--- config.mk ---
export PLATFORM = sky130hd
export DESIGN_NAME = ring_router_demux_flat
export DESIGN_NICKNAME = d
export VERILOG_FILES = /design/src/rtl/dii_package.sv /design/src/rtl/dii_channel.sv /design/src/rtl/dii_skid_buffer.sv /design/src/rtl/ring_router_demux.sv /design/src/flat_wrapper.sv
export SDC_FILE = /design/constraint.sdc
export NUM_CORES = 1
export LEC_CHECK = 0
export BUFFER_PORTS_ARGS = -buffer_cell sky130_fd_sc_hd__buf_2
export CORE_ASPECT_RATIO = 0.8
export CORE_MARGIN = 1
export CORE_UTILIZATION = 25
export CTS_CLUSTER_DIAMETER = 50
export DETAILED_ROUTE_END_ITERATION = 10
export PLACE_DENSITY = 0.48
export SLEW_MARGIN = 20
export SYNTH_ARGS = -nofsm -noshare
export SYNTH_HDL_FRONTEND = slang
export SYNTH_SLANG_ARGS = --single-unit
--- constraint.sdc ---
create_clock -name clk -period 2.6 [get_ports clk]
set_input_delay 0.13 -clock clk [delete_from_list [all_inputs] [get_ports clk]]
set_output_delay 0.13 -clock clk [all_outputs]
set_load 0.01 [all_outputs]
--- src/rtl/dii_package.sv ---
// dii_package
// Shared types for the DII debug-ring stages.
//   DII_DATA_WIDTH : payload width of one flit (the destination word of a
//                    packet is carried in data[15:0] of its first flit)
//   flit_t         : one flit as stored in a buffer {data, first, last}
//   route_e        : where the current head flit is being sent
//   satInc         : 16-bit saturating increment used by packet counters
package dii_package;

  localparam int DII_DATA_WIDTH = 16;

  typedef struct packed {
    logic [DII_DATA_WIDTH-1:0] data;
    logic                      first;
    logic                      last;
  } flit_t;

  typedef enum logic [1:0] {
    ROUTE_LOCAL,
    ROUTE_RING,
    ROUTE_DROP
  } route_e;

  // Counters stick at all-ones rather than wrapping so that an overflowed
  // counter can never be mistaken for a small count.
  function automatic logic [15:0] satInc(input logic [15:0] value);
    return (value == 16'hFFFF) ? value : value + 16'd1;
  endfunction

endpackage

--- src/rtl/dii_channel.sv ---
// dii_channel
// One DII link: a flit (data/first/last) qualified by valid, with ready
// flowing back from the sink.
//   master : drives data, first, last, valid; receives ready
//   slave  : receives data, first, last, valid; drives ready
interface dii_channel #(
  parameter int DATA_WIDTH = 16
);

  logic [DATA_WIDTH-1:0] data;
  logic                  first;
  logic                  last;
  logic                  valid;
  logic                  ready;

  modport master (output data, output first, output last, output valid, input ready);
  modport slave  (input data, input first, input last, input valid, output ready);

endinterface

--- src/rtl/dii_skid_buffer.sv ---
// dii_skid_buffer
// Two-entry valid/ready buffer for DII flits. The upstream ready is a
// register, so no combinational path runs from downstream ready back to
// upstream ready; two entries are what it takes to keep one flit per cycle
// flowing while ready is registered.
// Ports:
//   clk      clock
//   rst      asynchronous active-low reset (buffer empty, o_ready low)
//   i_flit   incoming flit
//   i_valid  incoming flit valid
//   o_ready  registered "buffer not full"; low during reset
//   o_flit   head flit (only meaningful while o_valid is high)
//   o_valid  buffer holds at least one flit
//   i_ready  downstream accepts the head flit this cycle
module dii_skid_buffer
  import dii_package::*;
#(
  parameter int BUF_DEPTH = 2
) (
  input  logic  clk,
  input  logic  rst,
  input  flit_t i_flit,
  input  logic  i_valid,
  output logic  o_ready,
  output flit_t o_flit,
  output logic  o_valid,
  input  logic  i_ready
);

  // The pointer and occupancy arithmetic below only works for two entries.
  generate
    if (BUF_DEPTH != 2) begin : g_badDepth
      $error("dii_skid_buffer: BUF_DEPTH must be 2");
    end
  endgenerate

  flit_t      r_mem [2];
  logic       r_wrPtr;
  logic       r_rdPtr;
  logic [1:0] r_count;
  logic       r_ready;
  logic       w_push;
  logic       w_pop;
  logic [1:0] w_countNext;

  assign w_push  = i_valid & r_ready;
  assign w_pop   = i_ready & o_valid;
  assign o_valid = (r_count != 2'd0);
  assign o_flit  = r_mem[r_rdPtr];
  assign o_ready = r_ready;

  // Occupancy after this cycle's push/pop; a push and a pop together leave
  // it unchanged, which is what sustains full throughput at occupancy 1.
  always_comb begin
    w_countNext = r_count;
    case ({w_push, w_pop})
      2'b10:   w_countNext = r_count + 2'd1;
      2'b01:   w_countNext = r_count - 2'd1;
      default: w_countNext = r_count;
    endcase
  end

  // Storage, pointers and the registered ready. Ready is computed from the
  // next occupancy so it drops in the same edge that fills the buffer, and
  // it rises on the first edge after reset is released.
  always_ff @(posedge clk or negedge rst) begin
    if (!rst) begin
      r_mem[0] <= '0;
      r_mem[1] <= '0;
      r_wrPtr  <= 1'b0;
      r_rdPtr  <= 1'b0;
      r_count  <= 2'd0;
      r_ready  <= 1'b0;
    end else begin
      if (w_push) begin
        r_mem[r_wrPtr] <= i_flit;
        r_wrPtr        <= ~r_wrPtr;
      end
      if (w_pop) begin
        r_rdPtr <= ~r_rdPtr;
      end
      r_count <= w_countNext;
      r_ready <= (w_countNext != 2'd2);
    end
  end

endmodule

--- src/rtl/ring_router_demux.sv ---
// ring_router_demux
// Ingress stage of a debug ring router. Flits from the incoming ring link
// pass through a two-entry skid buffer; each packet is then steered by the
// destination word in its first flit: packets whose destination equals id
// go to out_local, everything else goes to out_ring (toward the round-robin
// merger). Flits that arrive without a preceding first flit are discarded.
// Ports:
//   clk        clock
//   rst        asynchronous active-low reset
//   id         this router's DI address, compared only on first flits
//   in         incoming ring link (slave)
//   out_local  packets addressed to id (master)
//   out_ring   packets forwarded to the next ring hop (master)
// Optional build macro RING_ROUTER_DEMUX_STATS_EN adds saturating 16-bit
// completed-packet counters stat_local, stat_ring and stat_drop.
module ring_router_demux
  import dii_package::*;
#(
  parameter int DATA_WIDTH = 16,
  parameter int BUF_DEPTH  = 2
) (
  input  logic       clk,
  input  logic       rst,
  input  logic [15:0] id,
  dii_channel.slave  in,
  dii_channel.master out_local,
  dii_channel.master out_ring
`ifdef RING_ROUTER_DEMUX_STATS_EN
  ,
  output logic [15:0] stat_local,
  output logic [15:0] stat_ring,
  output logic [15:0] stat_drop
`endif
);

  // Flits are stored in the shared flit_t, so the link width must match it.
  generate
    if (DATA_WIDTH != DII_DATA_WIDTH) begin : g_badWidth
      $error("ring_router_demux: DATA_WIDTH must equal DII_DATA_WIDTH");
    end
  endgenerate

  localparam logic [1:0] S_IDLE       = 2'd0;
  localparam logic [1:0] S_WORM_LOCAL = 2'd1;
  localparam logic [1:0] S_WORM_RING  = 2'd2;
  localparam logic [1:0] S_DROP       = 2'd3;

  logic [1:0] r_state;
  logic [1:0] w_stateNext;
  flit_t      w_inFlit;
  flit_t      w_head;
  logic       w_headValid;
  logic       w_inReady;
  logic       w_pop;
  logic       w_localValid;
  logic       w_ringValid;
  route_e     w_route;

  assign w_inFlit = '{data: in.data, first: in.first, last: in.last};
  assign in.ready = w_inReady;

  dii_skid_buffer #(
    .BUF_DEPTH (BUF_DEPTH)
  ) u_skid (
    .clk     (clk),
    .rst     (rst),
    .i_flit  (w_inFlit),
    .i_valid (in.valid),
    .o_ready (w_inReady),
    .o_flit  (w_head),
    .o_valid (w_headValid),
    .i_ready (w_pop)
  );

  // Route for the current head. Only in IDLE is the destination looked at;
  // inside a worm the locked route holds even if a flit carries first=1.
  always_comb begin
    w_route = ROUTE_DROP;
    case (r_state)
      S_IDLE: begin
        if (!w_head.first) begin
          w_route = ROUTE_DROP;
        end else if (w_head.data[15:0] == id) begin
          w_route = ROUTE_LOCAL;
        end else begin
          w_route = ROUTE_RING;
        end
      end
      S_WORM_LOCAL: w_route = ROUTE_LOCAL;
      S_WORM_RING:  w_route = ROUTE_RING;
      default:      w_route = ROUTE_DROP;
    endcase
  end

  assign w_localValid = w_headValid && (w_route == ROUTE_LOCAL);
  assign w_ringValid  = w_headValid && (w_route == ROUTE_RING);

  // The head leaves the buffer on a handshake with its selected output, or
  // unconditionally when it is being dropped.
  always_comb begin
    w_pop = 1'b0;
    case (w_route)
      ROUTE_LOCAL: w_pop = w_localValid & out_local.ready;
      ROUTE_RING:  w_pop = w_ringValid & out_ring.ready;
      default:     w_pop = w_headValid;
    endcase
  end

  // A popped last flit always ends the packet; otherwise the route taken by
  // the popped flit becomes (or stays) the locked state.
  always_comb begin
    w_stateNext = r_state;
    if (w_pop) begin
      if (w_head.last) begin
        w_stateNext = S_IDLE;
      end else begin
        case (w_route)
          ROUTE_LOCAL: w_stateNext = S_WORM_LOCAL;
          ROUTE_RING:  w_stateNext = S_WORM_RING;
          default:     w_stateNext = S_DROP;
        endcase
      end
    end
  end

  // Packet state register; reset abandons any worm in progress.
  always_ff @(posedge clk or negedge rst) begin
    if (!rst) begin
      r_state <= S_IDLE;
    end else begin
      r_state <= w_stateNext;
    end
  end

  // Payload is zeroed on an output that is not valid, so the idle link
  // shows all-zero fields and only one output ever carries the head.
  assign out_local.valid = w_localValid;
  assign out_local.data  = w_localValid ? w_head.data  : '0;
  assign out_local.first = w_localValid ? w_head.first : 1'b0;
  assign out_local.last  = w_localValid ? w_head.last  : 1'b0;

  assign out_ring.valid  = w_ringValid;
  assign out_ring.data   = w_ringValid ? w_head.data  : '0;
  assign out_ring.first  = w_ringValid ? w_head.first : 1'b0;
  assign out_ring.last   = w_ringValid ? w_head.last  : 1'b0;

`ifdef RING_ROUTER_DEMUX_STATS_EN
  logic [15:0] r_statLocal;
  logic [15:0] r_statRing;
  logic [15:0] r_statDrop;

  // A packet is counted when its last flit leaves the buffer, under the
  // route that flit took.
  always_ff @(posedge clk or negedge rst) begin
    if (!rst) begin
      r_statLocal <= 16'd0;
      r_statRing  <= 16'd0;
      r_statDrop  <= 16'd0;
    end else if (w_pop && w_head.last) begin
      case (w_route)
        ROUTE_LOCAL: r_statLocal <= satInc(r_statLocal);
        ROUTE_RING:  r_statRing  <= satInc(r_statRing);
        default:     r_statDrop  <= satInc(r_statDrop);
      endcase
    end
  end

  assign stat_local = r_statLocal;
  assign stat_ring  = r_statRing;
  assign stat_drop  = r_statDrop;
`endif

endmodule
--- src/flat_wrapper.sv ---
// flat-port wrapper written by rule: the top's interface ports become plain ports
module ring_router_demux_flat import dii_package::*;
#(
  parameter int DATA_WIDTH = 16,
  parameter int BUF_DEPTH  = 2
)
  (clk, rst, id, in_data, in_first, in_last, in_valid, in_ready, out_local_data, out_local_first, out_local_last, out_local_valid, out_local_ready, out_ring_data, out_ring_first, out_ring_last, out_ring_valid, out_ring_ready);
  dii_channel #(.DATA_WIDTH(DATA_WIDTH)) in_i ();
  dii_channel #(.DATA_WIDTH(DATA_WIDTH)) out_local_i ();
  dii_channel #(.DATA_WIDTH(DATA_WIDTH)) out_ring_i ();
  input  logic clk;
  input  logic rst;
  input  logic [15:0] id;
  input wire logic [$bits(in_i.data)-1:0] in_data;
  input wire logic [$bits(in_i.first)-1:0] in_first;
  input wire logic [$bits(in_i.last)-1:0] in_last;
  input wire logic [$bits(in_i.valid)-1:0] in_valid;
  output wire logic [$bits(in_i.ready)-1:0] in_ready;
  output wire logic [$bits(out_local_i.data)-1:0] out_local_data;
  output wire logic [$bits(out_local_i.first)-1:0] out_local_first;
  output wire logic [$bits(out_local_i.last)-1:0] out_local_last;
  output wire logic [$bits(out_local_i.valid)-1:0] out_local_valid;
  input wire logic [$bits(out_local_i.ready)-1:0] out_local_ready;
  output wire logic [$bits(out_ring_i.data)-1:0] out_ring_data;
  output wire logic [$bits(out_ring_i.first)-1:0] out_ring_first;
  output wire logic [$bits(out_ring_i.last)-1:0] out_ring_last;
  output wire logic [$bits(out_ring_i.valid)-1:0] out_ring_valid;
  input wire logic [$bits(out_ring_i.ready)-1:0] out_ring_ready;
  assign in_i.data = in_data;
  assign in_i.first = in_first;
  assign in_i.last = in_last;
  assign in_i.valid = in_valid;
  assign in_ready = in_i.ready;
  assign out_local_data = out_local_i.data;
  assign out_local_first = out_local_i.first;
  assign out_local_last = out_local_i.last;
  assign out_local_valid = out_local_i.valid;
  assign out_local_i.ready = out_local_ready;
  assign out_ring_data = out_ring_i.data;
  assign out_ring_first = out_ring_i.first;
  assign out_ring_last = out_ring_i.last;
  assign out_ring_valid = out_ring_i.valid;
  assign out_ring_i.ready = out_ring_ready;
  ring_router_demux #(.DATA_WIDTH(DATA_WIDTH), .BUF_DEPTH(BUF_DEPTH)) u_core (.clk(clk), .rst(rst), .id(id), .in(in_i), .out_local(out_local_i), .out_ring(out_ring_i));
endmodule
Word level (Yosys, flattened, before mapping)
Cells that the tools add are included.
Word-level totals
  bits in registers: 43
  bits in latches: 0
  memory bits (writable): 0
  memory bits (read-only): 0
  input bits: 39
  output and inout bits: 39
  word-level logic and storage cells: 56
  memories: 0
Operators by class
  add/subtract/negate cells: 2
  multiply operators: 0
  div/mod/pow operators: 0
  $lt $le $gt $ge: 3
  equality and inequality tests: 7
  shifts and indexed selects: 0
  muxes and demuxes: 19
  bitwise gates (word level): 8
  reduce and logical (&&, ||, !) cells: 6
Operators by type and width (count)
  $mux W18: 4
  $bwmux W36: 1
  $mux W16: 2
  $demux W18 S1: 1
  $eq A16 B16 Y1: 1
  $pmux W2 S2: 2
  $eq A2 B1 Y1 const B: 3
  $pmux W2 S3: 1
  $mux W1: 5
  $and A1 B1 Y1: 4
  $eq A2 B2 Y1 const B: 2
  $ge A2 B2 Y1 const B: 2
  $logic_not A2 Y1: 2
  $mux W2: 2
  $not A1 Y2: 2
  $logic_and A1 B1 Y1: 3
  $add A2 B1 Y2 const B: 1
  $lt A2 B1 Y1 const B: 1
  $ne A2 B2 Y1 const B: 1
  $not A1 Y1: 2
  $pmux W1 S2: 1
  $reduce_bool A2 Y1: 1
  $sub A2 B1 Y2 const B: 1

Depth between registers and ports, before layout
Gate-level depths: netlist of run 1.
  word-level depth: 16
  depth in mapped cells: 13
  mapped depth without buffers: 13

Cells and area by module
Synthesis of run 1 repeated with hierarchy kept, for this count alone.
Unflattened totals
  cell total of the unflattened synthesis: 235
  area total of the unflattened synthesis: 2553.7 sq um
By module, submodules not included
  dii_skid_buffer: times used 1, cells each 118, area each 1833.0 sq um, sequential area each 1026.0 sq um
  ring_router_demux: times used 1, cells each 117, area each 720.7 sq um, sequential area each 50.0 sq um

Worst setup path after synthesis of run 1
Ideal clock, no wire load.
  kind: reg-to-reg
  start: register u_core.u_skid.r_rdPtr
  end: register u_core.u_skid.r_ready (netlist: u_core.u_skid.o_ready)
  setup time: 124 ps
  data arrival time: 2539 ps
  data required time: 2476 ps
  setup slack: -64 ps
  cell stages (with the launch flop): 13
  path buffers: 2
  period minus slack after synthesis: 2664 ps
  path through: dfrtp_1 buf_6 buf_6 mux2i_1 xnor2_1 nor4_2 nand4_2 mux2i_2 inv_1 ha_1 nor2_1 xor2_1 nand2_1
Between the ends
  cells in the longest elaborated chain, start to end: 16
  elaborated cells between the ends (all ways): 20
  classes of those cells: eq/ne: 5; mux: 8; bitwise: 4; reduce/logical: 3
Ends and longest elaborated chain
  start, declared: RTL line dii_skid_buffer.sv:39  | logic r_rdPtr;
  start signal, assigned: RTL line dii_skid_buffer.sv:80  | r_rdPtr <= ~r_rdPtr;
  $not A1 Y2 (not written as such) (*): RTL line dii_skid_buffer.sv:49  | assign o_flit = r_mem[r_rdPtr];
  $mux W18 (not written as such) (*) (3 in series): RTL line dii_skid_buffer.sv:49
  $eq A16 B16 Y1: RTL line ring_router_demux.sv:83  | end else if (w_head.data[15:0] == id) begin
  $mux W1: RTL line ring_router_demux.sv:83
  $mux W2 (*): RTL line ring_router_demux.sv:81  | if (!w_head.first) begin
  $pmux W2 S3 (*): RTL line ring_router_demux.sv:79  | case (r_state)
  $eq A2 B1 Y1 / $logic_not A2 Y1 (equally long branches): RTL line ring_router_demux.sv:96, ring_router_demux.sv:102, ring_router_demux.sv:95
  $logic_and A1 B1 Y1 (on tied branches): RTL line ring_router_demux.sv:96, ring_router_demux.sv:95
  $and A1 B1 Y1 (on tied branches): RTL line ring_router_demux.sv:104, ring_router_demux.sv:103
  $pmux W1 S2 (*): RTL line ring_router_demux.sv:102  | case (w_route)
  $and A1 B1 Y1 (*): RTL line dii_skid_buffer.sv:47  | assign w_pop = i_ready & o_valid;
  net u_core.u_skid.w_pop: RTL line dii_skid_buffer.sv:43  | logic w_pop;
  $eq A2 B1 Y1 / $eq A2 B2 Y1 (equally long branches): RTL line dii_skid_buffer.sv:56  | case ({w_push, w_pop})
  $pmux W2 S2 (*): RTL line dii_skid_buffer.sv:56
  net u_core.u_skid.w_countNext[1]: RTL line dii_skid_buffer.sv:44  | logic [1:0] w_countNext;
  $ne A2 B2 Y1 (*): RTL line dii_skid_buffer.sv:83  | r_ready <= (w_countNext != 2'd2);
  end signal, assigned: RTL line dii_skid_buffer.sv:83
  end, declared: RTL line dii_skid_buffer.sv:41  | logic r_ready;
Mark *: on every way through the listed nets, which the timed path passes. The rest lies on a longest branch. The select of a mux whose other input is x is not followed.
A chain may end at the register's enable or synchronous reset.

Worst setup path in the final report of run 1
  start: register u_core.u_skid.r_rdPtr
  end: output out_local_data[10]
Between the ends
  cells in the longest elaborated chain, start to end: 11
Ends and longest elaborated chain
  $not A1 Y2 (not written as such) (*): RTL line dii_skid_buffer.sv:49
  $mux W18 (not written as such) (*) (3 in series): RTL line dii_skid_buffer.sv:49
  $eq A16 B16 Y1: RTL line ring_router_demux.sv:83
  $mux W1: RTL line ring_router_demux.sv:83
  $mux W2: RTL line ring_router_demux.sv:81
  $pmux W2 S3: RTL line ring_router_demux.sv:79
  $logic_not A2 Y1: RTL line ring_router_demux.sv:95  | assign w_localValid = w_headValid && (w_route == ROUTE_LOCAL);
  $logic_and A1 B1 Y1: RTL line ring_router_demux.sv:95
  $mux W16 (*): RTL line ring_router_demux.sv:138  | assign out_local.data = w_localValid ? w_head.data : '0;
  end, declared: RTL line flat_wrapper.sv:19  | output wire logic [$bits(out_local_i.data)-1:0] out_local_data;
Every way passes the cells marked *; elsewhere a longest branch is shown, timed or not. The select of a mux whose other input is x is not followed.

==> results.sh, run 1 <==
export IMPL_place_area_um2=3190
export IMPL_hold_path_class="in -> reg"
export IMPL_path_delay_family="buffers and inverters"
export IMPL_antenna_found_initial=0
export IMPL_start_util_pct=26.2
export IMPL_synth_area_per_cell_um2=11.9
export IMPL_path_max_fanout=8
export IMPL_drt_iter0_drc=22
export IMPL_synthTopCellsByArea="dfrtp_1 (44%), mux2_2 (17%), mux2i_1 (6.6%)"
export IMPL_wire_per_inst_um=15.6
export IMPL_powerDensity_nw_per_um2=1670
export IMPL_final_antenna_net_count=0
export IMPL_grt_pass1_vias=2013
export IMPL_syn_to_final_growth_pct=53.8
export IMPL_ioPinCount=78
export IMPL_period_share_pct=106
export IMPL_synthDistinctLibCells=32
export IMPL_ys_async_sr_fraction_pct=100
export IMPL_clock_latency_ns=0.28
export IMPL_overflow=0
export IMPL_worst_pin_slew_ns=0.599
export IMPL_arrival_ns=2.62
export IMPL_rsz0062_at_grt="yes"
export IMPL_path_class="reg -> out"
export IMPL_cts_tree="built"
export IMPL_rows=31
export IMPL_grt_max_degree=44
export IMPL_place_congestion=0.712
export IMPL_path_cells="buf_12 > buf_4 > mux2i_2 > xnor2_1 > nor4_4 > nand4_4 > a211oi_4 > buf_6 > buf_12 > and2b_1 > buf_2"
export IMPL_layout_min_cycle_time_ns=2.75
export IMPL_worst_ep_required_time_ns=2.47
export IMPL_ir_worst_vdd_mv=0.555
export IMPL_clk_pin_slew_ns=0.06
export IMPL_netlist_area_leader_share_pct=44.5
export IMPL_track_usage_pct=13.7
export IMPL_finClkSkew_ns=0.00554
export IMPL_yosys_area_top_type="dfrtp_1"
export IMPL_synth_area_um2=2420
export IMPL_synth_main_ff_cell="dfrtp_1"
export IMPL_max_cap_violations=0
export IMPL_holdWs_ns=0.0945
export IMPL_vias=1950
export IMPL_dp_hpwl_um=4930
export IMPL_cts_sinks=43
export IMPL_final_area_um2=3720
export IMPL_cts_root_buf="clkbuf_16"
export IMPL_ys_seq_area_share_pct=44.5
export IMPL_cts_made_buffers=5
export IMPL_drtPass1Iterations=7
export IMPL_port_buffer_count=77
export IMPL_ys_warn_count=0
export IMPL_path_buf_inv=5
export IMPL_final_cell_mix="buf_2 (73), dfrtp_1 (42), mux2_2 (36)"
export IMPL_fmax_mhz=364
export IMPL_p_leak_nw=1.69
export IMPL_slowest_delay_ns=0.43
export IMPL_drive_above_1_share_pct=61.5
export IMPL_hold_viol=0
export IMPL_crit_path_start_kind="flop"
export IMPL_clk_path_buf_depth=2
export IMPL_endpoint_kind="primary output"
export IMPL_synth_seq_cells=43
export IMPL_synth_edf_count=0
export IMPL_core_area_um2=9230
export IMPL_wirelength_um=6760
export IMPL_cpMostUsedCell="buf_12"
export IMPL_mappedNetlistNets=245
export IMPL_grt_pass1_wl_um=10600
export IMPL_status="finished with violations"
export IMPL_drcViolationCount=1
export IMPL_routed_via_density=4.51
export IMPL_violations="DRC, setup timing"
export IMPL_antennaDiodeCount=0
export IMPL_critPathSlowestCell="dfrtp_2"
export IMPL_synthCells=204
export IMPL_worst_slack_ns=-0.149
export IMPL_die_h_um=90.0
export IMPL_relSlewSlack_pct=59.9
export IMPL_final_common_cell="buf_2"
export IMPL_die_w_um=112
export IMPL_slew_viol_final=0
export IMPL_ctsHtreeMaxLevel=2
export IMPL_setup_viol=39
export IMPL_die_area_um2=10100
export IMPL_nets=357
-- area by class of cell --
type	instances	area (µm²)
multi-input combinational	148	1570
inverter	4	15.0
sequential	43	1080
clock buffer	8	156
tap	115	144
fill	900	5510
timing repair buffer	114	763
-- synthesized netlist by cell type, drive strengths merged (5+ instances only) --
library cell and count:
mux2 37, dfrtp 43, buf 5, nor3 18
and2b 9, nand2 9, nor2b 9, xnor2 18
nor2 5, mux2i 20
-- final timing paths --
check / startpoint / endpoint / slack, ns / cells past startpoint
setup / recovery: u_core.u_skid.r_rdPtr$_DFFE_PN0P_ / out_local_data[10] / -0.15 / 11
hold / removal: in_data[0] / u_core.u_skid.r_mem[2]$_DFFE_PN0P_ / 0.09 / 2
setup reg to reg: u_core.u_skid.r_rdPtr$_DFFE_PN0P_ / u_core.u_skid.o_ready$_DFF_PN0_ / -0.09 / 14
hold reg to reg: u_core.u_skid.r_wrPtr$_DFFE_PN0P_ / u_core.u_skid.r_wrPtr$_DFFE_PN0P_ / 0.49 / 2
max in group asynchronous: rst / u_core.u_skid.r_rdPtr$_DFFE_PN0P_ / 1.81 / 2
min in group asynchronous: rst / u_core.u_skid.r_mem[26]$_DFFE_PN0P_ / 0.38 / 2
-- registers in the layout (all words and copies together), names as in the netlist --
| register | flops |
|---|---|
| u_core.u_skid.r_count | 2 |
| u_core.u_skid.r_wrPtr | 1 |
| u_core.u_skid.o_ready | 1 |
| u_core.r_state | 2 |
| u_core.u_skid.r_mem | 36 |
| u_core.u_skid.r_rdPtr | 1 |
-- kinds of logic (layout without fill, tap and decap cells) --
logic type               after synthesis  count (layout)  synth area share [%]
buffers and inverters                 13             126                  3.10
adder cells (fa/ha/maj)                2               2                  1.03
flip-flops                            43              43                  44.5
XOR/XNOR                              20              20                  7.24
multiplexers                          57              57                  26.1
AND/OR/NAND/NOR                       59              59                  14.7
AO/OA/AOI/OAI                         10              10                  3.31
-- layer usage --
metal / GRT usage (%) / up-vias / part of all wire [%]
met2: 20.8 / 46 / 46
li1: - / 942 / -
met4: 3.33 / 0 / 0.78
met5: 0 / - / 0
met1: 19.5 / 957 / 49
met3: 3.44 / 5 / 4.7
-- timing repair --
action | CTS | global route
pin swaps | 6 | 4
endpoints found under the hold margin | 0 | 43
resized for setup | 27 | 32
buffers inserted | 2 | 2
endpoints found under the setup margin | 41 | 41
hold buffers | 0 | 1
-- report_power, final --
group          total, W  switching, W  internal, W
Clock          0.000653      0.000245     0.000409
Combinational   0.00421       0.00193      0.00229
Sequential      0.00135      0.000322      0.00103
Total           0.00622       0.00249      0.00372
-- through the flow --
step / TNS, ns / setup WS (ns) / instances / total power (W) / utilization (%)
finish: -2.95 / -0.149 / 432 / 0.00622 / 40.3
global route: -8.93 / -0.305 / 432 / 0.00664 / 40.3
CTS: -3.28 / -0.117 / 429 / 0.00571 / 37.8
detailed placement: -0.413 / -0.151 / 420 / 0.00475 / 34.5
global placement: -0.223 / -0.105 / 420 / 0.00473 / 34.5
floorplan: 0 / 0.00630 / 204 / 0.00334 / -
No activity file was read; power rests on OpenSTA's default activity.
==> inputs of run 2 (changes only) <==
--- a/config.mk
+++ b/config.mk
@@ -6,7 +6,6 @@
 export NUM_CORES = 1
 export LEC_CHECK = 0
 export BUFFER_PORTS_ARGS = -buffer_cell sky130_fd_sc_hd__buf_2
-export CORE_ASPECT_RATIO = 0.8
 export CORE_MARGIN = 1
 export CORE_UTILIZATION = 25
 export CTS_CLUSTER_DIAMETER = 50
==> constraint.sdc (replaced) <==
create_clock -name clk -period 2.3 [get_ports clk]
set_input_delay 0.115 -clock clk [delete_from_list [all_inputs] [get_ports clk]]
set_output_delay 0.115 -clock clk [all_outputs]
set_load 0.01 [all_outputs]
==> run 2 against run 1 <==
Against the previous run:
- the run ends with setup timing left
- final cell count rose by 5.3%
- sequential cell count unchanged
- core utilization increased by 0.47 points
- largest cell class unchanged
==> results.sh, run 2 (synthesis gave the netlist of run 1 again) <==
export IMPL_core_area_um2=9330
export IMPL_slowest_delay_ns=0.46
export IMPL_cts_made_buffers=5
export IMPL_max_cap_violations=0
export IMPL_rsz0062_at_grt="yes"
export IMPL_routed_via_density=4.30
export IMPL_final_cell_mix="buf_2 (71), dfrtp_1 (42), mux2_2 (36)"
export IMPL_port_buffer_count=77
export IMPL_r2r_setup_slack_ns=-0.37
export IMPL_ioPinCount=78
export IMPL_powerDensity_nw_per_um2=1880
export IMPL_dp_hpwl_um=4990
export IMPL_wirelength_um=6800
export IMPL_largest_register="u_core.u_skid.r_mem"
export IMPL_die_w_um=100
export IMPL_overflow=0
export IMPL_grt_pass1_wl_um=10400
export IMPL_r2r_end="u_core.u_skid.o_ready$_DFF_PN0_"
export IMPL_holdPathStages=2
export IMPL_antennaDiodeCount=0
export IMPL_crit_path_start_kind="flop"
export IMPL_cpMostUsedCell="buf_6"
export IMPL_status="finished with violations"
export IMPL_arrival_ns=2.59
export IMPL_cts_sinks=43
export IMPL_syn_to_final_growth_pct=57.2
export IMPL_vias=1956
export IMPL_violations="setup timing"
export IMPL_worst_slack_ns=-0.409
export IMPL_place_area_um2=3260
export IMPL_final_antenna_net_count=0
export IMPL_p_leak_nw=1.73
export IMPL_start_util_pct=25.9
export IMPL_ctsHtreeMaxLevel=2
export IMPL_path_buf_inv=4
export IMPL_nets=366
export IMPL_setup_viol=44
export IMPL_final_area_um2=3800
export IMPL_path_max_fanout=7
export IMPL_drt_iter0_drc=30
export IMPL_die_area_um2=10100
export IMPL_r2r_start="u_core.u_skid.r_rdPtr$_DFFE_PN0P_"
export IMPL_worst_ep_required_time_ns=2.18
export IMPL_grt_pass1_vias=2019
export IMPL_period_share_pct=118
export IMPL_finClkSkew_ns=0.0109
export IMPL_rows=35
export IMPL_grt_max_degree=44
export IMPL_startpoint="u_core.u_skid.r_rdPtr$_DFFE_PN0P_"
export IMPL_final_common_cell="buf_2"
export IMPL_clk_pin_slew_ns=0.09
export IMPL_path_class="reg -> out"
export IMPL_nFillCells=914
export IMPL_drcViolationCount=0
export IMPL_worst_path_stages=10
export IMPL_final_cells=455
export IMPL_antenna_found_initial=0
export IMPL_worst_pin_slew_ns=0.560
export IMPL_reg_top3="u_core.u_skid.r_mem: 36 flops, u_core.r_state: 2 flops, u_core.u_skid.r_count: 2 flops"
export IMPL_path_delay_family="simple AND/OR/NAND/NOR gates"
export IMPL_ir_worst_vdd_mv=0.766
export IMPL_critPathSlowestCell="dfrtp_2"
export IMPL_hold_viol=0
export IMPL_cts_tree="built"
export IMPL_reg2regPathDepth=13
export IMPL_layout_min_cycle_time_ns=2.71
export IMPL_hold_path_class="in -> reg"
export IMPL_fmax_mhz=369
export IMPL_track_usage_pct=13.8
export IMPL_drtPass1Iterations=3
export IMPL_crit_path_end="out_local_data[12]"
export IMPL_drive_above_1_share_pct=65.6
export IMPL_endpoint_kind="primary output"
export IMPL_cts_root_buf="clkbuf_8"
export IMPL_clock_latency_ns=0.29
export IMPL_largest_register_ffs=36
export IMPL_slew_viol_final=0
export IMPL_clk_path_buf_depth=2
export IMPL_relSlewSlack_pct=62.7
export IMPL_wire_per_inst_um=15.0
export IMPL_place_congestion=0.794
export IMPL_path_cells="buf_12 > mux2i_4 > xnor2_2 > nor4_4 > nand4_4 > a211oi_4 > buf_6 > buf_6 > and2b_1 > buf_2"
export IMPL_pre_cts_ws_ns=-0.429
export IMPL_die_h_um=100
export IMPL_dpl_cell_count=440
==> run 2: cell types whose count changed in the layout (fill, tap and decap cells not counted), moves of 2 or more <==
cell and change:
mux2i_4 -3, clkbuf_16 -5, clkbuf_8 +4, nor2b_2 +3
buf_4 +7, buf_6 +5, mux2i_2 +4, buf_2 -2
nor2b_1 -6, nor2b_4 +3
==> run 2: final cells by class <==
class	instances	area (µm²)	share of cell area [%]
Clock buffer	6	82.6	2.17
Clock inverter	2	38.8	1.02
Inverter	4	15.0	0.395
Multi-Input combinational cell	148	1590	41.7
Sequential cell	43	1080	28.3
Tap cell	129	161	4.24
Timing Repair Buffer	123	842	22.1
==> run 2: metrics by stage <==
stage | util [%] | TNS (ns) | hold WS, ns | power [W]
6_report | 40.8 | -15.16 | 0.0635 | 0.00716
5_1_grt | 40.8 | -20.58 | 0.0539 | 0.00765
2_1_floorplan | - | -0.671 | -0.181 | 0.00384
3_5_place_dp | 35.0 | -12.22 | 0.237 | 0.00541
3_3_place_gp | 35.0 | -10.91 | 0.235 | 0.00539
4_1_cts | 38.0 | -18.99 | 0.0568 | 0.00648
==> run 2: how the worst min path moves through the flow <==
stage                          start                                  end
after global placement           rst        u_core.r_state[1]$_DFFE_PN0N_
after detailed placement         rst        u_core.r_state[1]$_DFFE_PN0N_
after global routing      in_data[3]   u_core.u_skid.r_mem[5]$_DFFE_PN0P_
after floorplan                  rst        u_core.r_state[0]$_DFFE_PN0N_
after CTS                 in_data[4]  u_core.u_skid.r_mem[24]$_DFFE_PN0P_
final                     in_data[1]   u_core.u_skid.r_mem[3]$_DFFE_PN0P_
==> run 2: worst reg2reg max path: cells and delay by family (launching register included) <==
family	cells	cell delay [ns]
and+or+nand+nor	4	0.73
muxes	2	0.37
buffers and inverters	3	0.39
xor gates and xnor gates	3	0.46
adders and majority gates	1	0.15
DFF	1	0.46
==> run 2: repair_timing <==
item	CTS	global route
resized for setup	26	41
setup endpoints to repair	44	44
pin swaps	3	7
hold buffers	1	0
setup buffers	2	3
endpoints found under the hold margin	43	0
gates cloned	1	0
==> run 2: where the power goes <==
part	switching, W	leakage, nW	internal [W]
Sequential	0.000340	0.504	0.00116
Combinational	0.00224	1.17	0.00280
Clock	0.000263	0.0618	0.000357
Total	0.00285	1.73	0.00432
==> run 2: routing by layer <==
layer | vias up | share of wire [%] | GRT usage, %
met5 | - | 0 | 0
met3 | 4 | 3.9 | 2.72
li1 | 957 | - | -
met4 | 0 | 1.1 | 3.68
met2 | 51 | 49 | 23.5
met1 | 944 | 46 | 18.0
